## src/rtl/mux5bit_2to1_pkg.sv

```systemverilog
// Shared constants for the register-address select path.
// REG_ADDR_W is the register-file address width; the register file and the
// other address muxes import it so they all agree on one number.
package mux5bit_2to1_pkg;

  localparam int REG_ADDR_W = 5;

endpackage : mux5bit_2to1_pkg

```

## src/rtl/mux5bit_2to1_mux2.sv

```systemverilog
// Pure combinational WIDTH-bit 2-to-1 selector.
// A continuous ternary is used on purpose. If i_op is X or Z in simulation,
// bits where i_a and i_b agree pass through, and bits where they differ
// become X. It holds no state, so no latch can be inferred.
module mux5bit_2to1_mux2
  import mux5bit_2to1_pkg::*;
#(
  parameter int WIDTH = REG_ADDR_W
) (
  input  logic [WIDTH-1:0] i_a,
  input  logic [WIDTH-1:0] i_b,
  input  logic             i_op,
  output logic [WIDTH-1:0] o_result
);

  // i_op = 1 selects i_b; anything else that resolves to 0 selects i_a.
  assign o_result = i_op ? i_b : i_a;

endmodule : mux5bit_2to1_mux2

```

## src/rtl/mux5bit_2to1.sv

```systemverilog
// Datapath register-address/operand select mux.
// result is the same-cycle combinational pick. result_q is the same pick
// registered once for pipelined consumers. The port order a, b, op, result
// comes first so that legacy positional instantiations still bind correctly.
module mux5bit_2to1
  import mux5bit_2to1_pkg::*;
#(
  parameter int WIDTH = REG_ADDR_W
) (
  input  logic [WIDTH-1:0] a,
  input  logic [WIDTH-1:0] b,
  input  logic             op,
  output logic [WIDTH-1:0] result,
  input  logic             clk,
  input  logic             reset,
  output logic [WIDTH-1:0] result_q
);

  // Reject widths outside the supported 1..32 range at elaboration time.
  generate
    if (WIDTH < 1 || WIDTH > 32) begin : g_bad_width
      $error("mux5bit_2to1: WIDTH must be in 1..32");
    end
  endgenerate

  logic [WIDTH-1:0] w_result;
  logic [WIDTH-1:0] r_result_q;

  mux5bit_2to1_mux2 #(
    .WIDTH (WIDTH)
  ) u_mux2 (
    .i_a      (a),
    .i_b      (b),
    .i_op     (op),
    .o_result (w_result)
  );

  // Register the selection. Synchronous reset has priority over the data path.
  always_ff @(posedge clk) begin
    if (reset) begin
      r_result_q <= '0;
    end else begin
      r_result_q <= w_result;
    end
  end

  assign result   = w_result;
  assign result_q = r_result_q;

endmodule : mux5bit_2to1

```

## config.mk

```make
export PLATFORM = sky130hd
export DESIGN_NAME = mux5bit_2to1
export DESIGN_NICKNAME = d
export VERILOG_FILES = /design/src/rtl/mux5bit_2to1_pkg.sv /design/src/rtl/mux5bit_2to1_mux2.sv /design/src/rtl/mux5bit_2to1.sv
export SDC_FILE = /design/constraint.sdc
export NUM_CORES = 1
export LEC_CHECK = 0
export BUFFER_PORTS_ARGS = -buffer_cell sky130_fd_sc_hd__buf_2
export CAP_MARGIN = 20
export CORE_AREA = 2 2 39 41
export DETAILED_ROUTE_END_ITERATION = 8
export DIE_AREA = 0 0 41 43
export GPL_ROUTABILITY_DRIVEN = 0
export PLACE_DENSITY_LB_ADDON = 0.05
export SETUP_SLACK_MARGIN = 0.1
export SKIP_LAST_GASP = 1
export SYNTH_ARGS = -nofsm -noshare
export SYNTH_HDL_FRONTEND = slang
export SYNTH_SLANG_ARGS = --single-unit
```

## constraint.sdc

```tcl
create_clock -name clk -period 0.8 [get_ports clk]
set_input_delay 0.12 -clock clk [delete_from_list [all_inputs] [get_ports clk]]
set_output_delay 0.12 -clock clk [all_outputs]
set_load 0.05 [all_outputs]
```

==> impl_metrics.tcl <==
set metrics [dict create \
    cts_max_level 1 \
    crit_path_end_kind "output pin" \
    vias_per_cell 3.474 \
    post-route-period-util_pct 102.1 \
    hold_violations 0 \
    drc 0 \
    path_delay_family "flip-flops" \
    synthCells 15 \
    finalSetupViolCount 10 \
    cp.required_ns 0.68 \
    use_met2_pct 9.063 \
    critical_path_arrival_ns 0.70 \
    p_int_uw 614.0 \
    core_sq_mm 0.001384 \
    first_pass_iters 1 \
    min_period_ns 0.8168 \
    max-slew-margin-rel_pct 92.61 \
    design_area_sq_um 481.7 \
    synth.area.top_cells "dfxtp_1 (50%), mux2_2 (28%), and2b_1 (15%)" \
    synthAdderAreaFrac_pct 0 \
    stdcell_count 57 \
    synth_xor_area_share_pct 0 \
    grt.met3_usage_pct 1.571 \
    cts_inserted_buffers 3 \
    power_switching_share_pct 30.95 \
    hp-class "primary input to register" \
    startpoint_type "register" \
    synth_common_cells "dfxtp_1 (5), mux2_2 (5), and2b_1 (4), nor2b_4 (1)" \
    wl_per_cell_um 8.123 \
    worst-path-stages 1 \
    path_class "register to output pin" \
    hold-worst-slack_ns 0.09471 \
    grt_pass1_vias 182 \
    seqPwrFrac_pct 31.6 \
    combinationalPowerShare_pct 37.2 \
    yosys_warnings 0 \
    num_rows 14 \
    grt_antenna_before_repair 0 \
    portBuffers 22 \
    ant_nets 0 \
    vias 198 \
    root_buffer "clkbuf_4" \
    grt_pass1_wl_um 655 \
    critPathMaxStageDelay_ns 0.32 \
    clockPowerShare_pct 31.2 \
    multi_input_area_sq_um 118.9 \
    synth_area_sq_um 200.2 \
    wl_um 463 \
    synth_simple_gate_area_share_pct 21.88 \
    report.final.slew_viol_count 0 \
    grt.met1_usage_pct 5.449 \
    die_x_um 41 \
    p_sw_uw 275.2 \
    grt_usage_pct 5.817 \
    synth_edf_count 0 \
    cts_tree "done" \
    start_util_pct 14.47 \
    die_area_sq_mm 0.001763 \
    nFillCells 141 \
    busiest_layer "met2" \
    nets 55 \
    ios 23 \
    ys_seq_area_share_pct 50.00 \
    largest_reg_flops 5 \
    ir_drop_v 0.0004021 \
    path_clk_slew_ns 0.04 \
    tightest_slew_ns 0.1111 \
    regArea_sq_um 106.4 \
    area_growth_pct 140.6 \
    crit_chain "buf_8" \
    worst-path-buf-inv 1 \
    synth-compound-area-share_pct 0 \
    violations "setup timing" \
    run_status "complete, but fails checks" \
    p_leak_nw 0.2483 \
    diodes 0 \
    syn-num-nets 28 \
    ys.flop_type "dfxtp_1" \
    finalWorstSetupSlack_ns -0.01676 \
    hold_depth 2 \
    overflow 0 \
    synth_top_cell_area_share_pct 50.00 \
    place_inst 53 \
    synth.area.mux_share_pct 28.13 \
    critPathMaxFanout 1 \
    cts_sinks 5 \
    ys_async_sr_fraction_pct 0 \
    ys_seq_elements 5 \
    critPathSlowestCell "dfxtp_2" \
    avgSynthCellArea_sq_um 13.35 \
    power_density_mw_per_mm2 1846 \
    post_dp_cell_area_sq_um 350.3 \
    drive_gt1_share_pct 87.80 \
    drv_cap 0 \
    utilization_pct 34.81 \
    post-synth-top-area-cell "dfxtp_1" \
    synth_top_family_by_area "multiplexers" \
    rsz0062_at_grt "yes" \
    synth_cell_types 4 \
    die_height_um 43 \
    grt_max_degree 6 \
    cts_buffer_depth 2 \
    totalNegativeSetupSlack_ns -0.1081 \
    first_iter_violations 0 \
    fmax_mhz 1224 \
]
path summary, 6_finish.rpt:
kind                         from          end  slack, ns
worst min-delay path        reset  result_q[3]       0.09
worst max-delay path  result_q[3]  result_q[3]      -0.02
final cells by class:
type                    instances  share of cell area (%)
repair buffers                 22                   43.64
multi-input cells              10                   24.68
flip-flops and latches          5                   22.08
clock buffers                   4                   5.455
well taps                      16                   4.156
power by group through the flow:
stage | logic [mW] | clock network (mW) | registers [mW]
2_1_floorplan | 0.128 | 0 | 0.336
3_3_place_gp | 0.260 | 0 | 0.274
3_5_place_dp | 0.260 | 0 | 0.275
4_1_cts | 0.323 | 0.297 | 0.280
5_1_grt | 0.345 | 0.308 | 0.281
6_report | 0.331 | 0.278 | 0.281
what timing repair did:
item / CTS / global route
resized for setup: 30 / 4
endpoints found under the setup margin: 10 / 10
setup buffers: 0 / 0
hold buffers: 0 / 0
per-stage QoR:
stage / setup WS [ns] / total power [mW]
after floorplan: 0.02329 / 0.4637
after CTS: -0.03042 / 0.8996
after global placement: -0.1410 / 0.5340
after detailed placement: -0.1509 / 0.5349
after global routing: -0.03932 / 0.9343
final: -0.01676 / 0.8892
metal layers:
metal  vias up  wire length [um]
met5         -                 0
met4         0                 0
met3         0                75
met2        16               236
met1        78               151
li1        104                 -
cell usage in the layout (no fill, tap or decap):
master     n
mux2_4     5
clkbuf_1   1
nor2b_4    1
clkbuf_4   3
buf_6      4
buf_2     11
buf_12     1
and2b_1    4
buf_8      6
dfxtp_2    5
kinds of logic after synthesis:
logic type,after synthesis
flops,5
mux,5
simple gates,5
No activity file was read; power rests on OpenSTA's default activity.
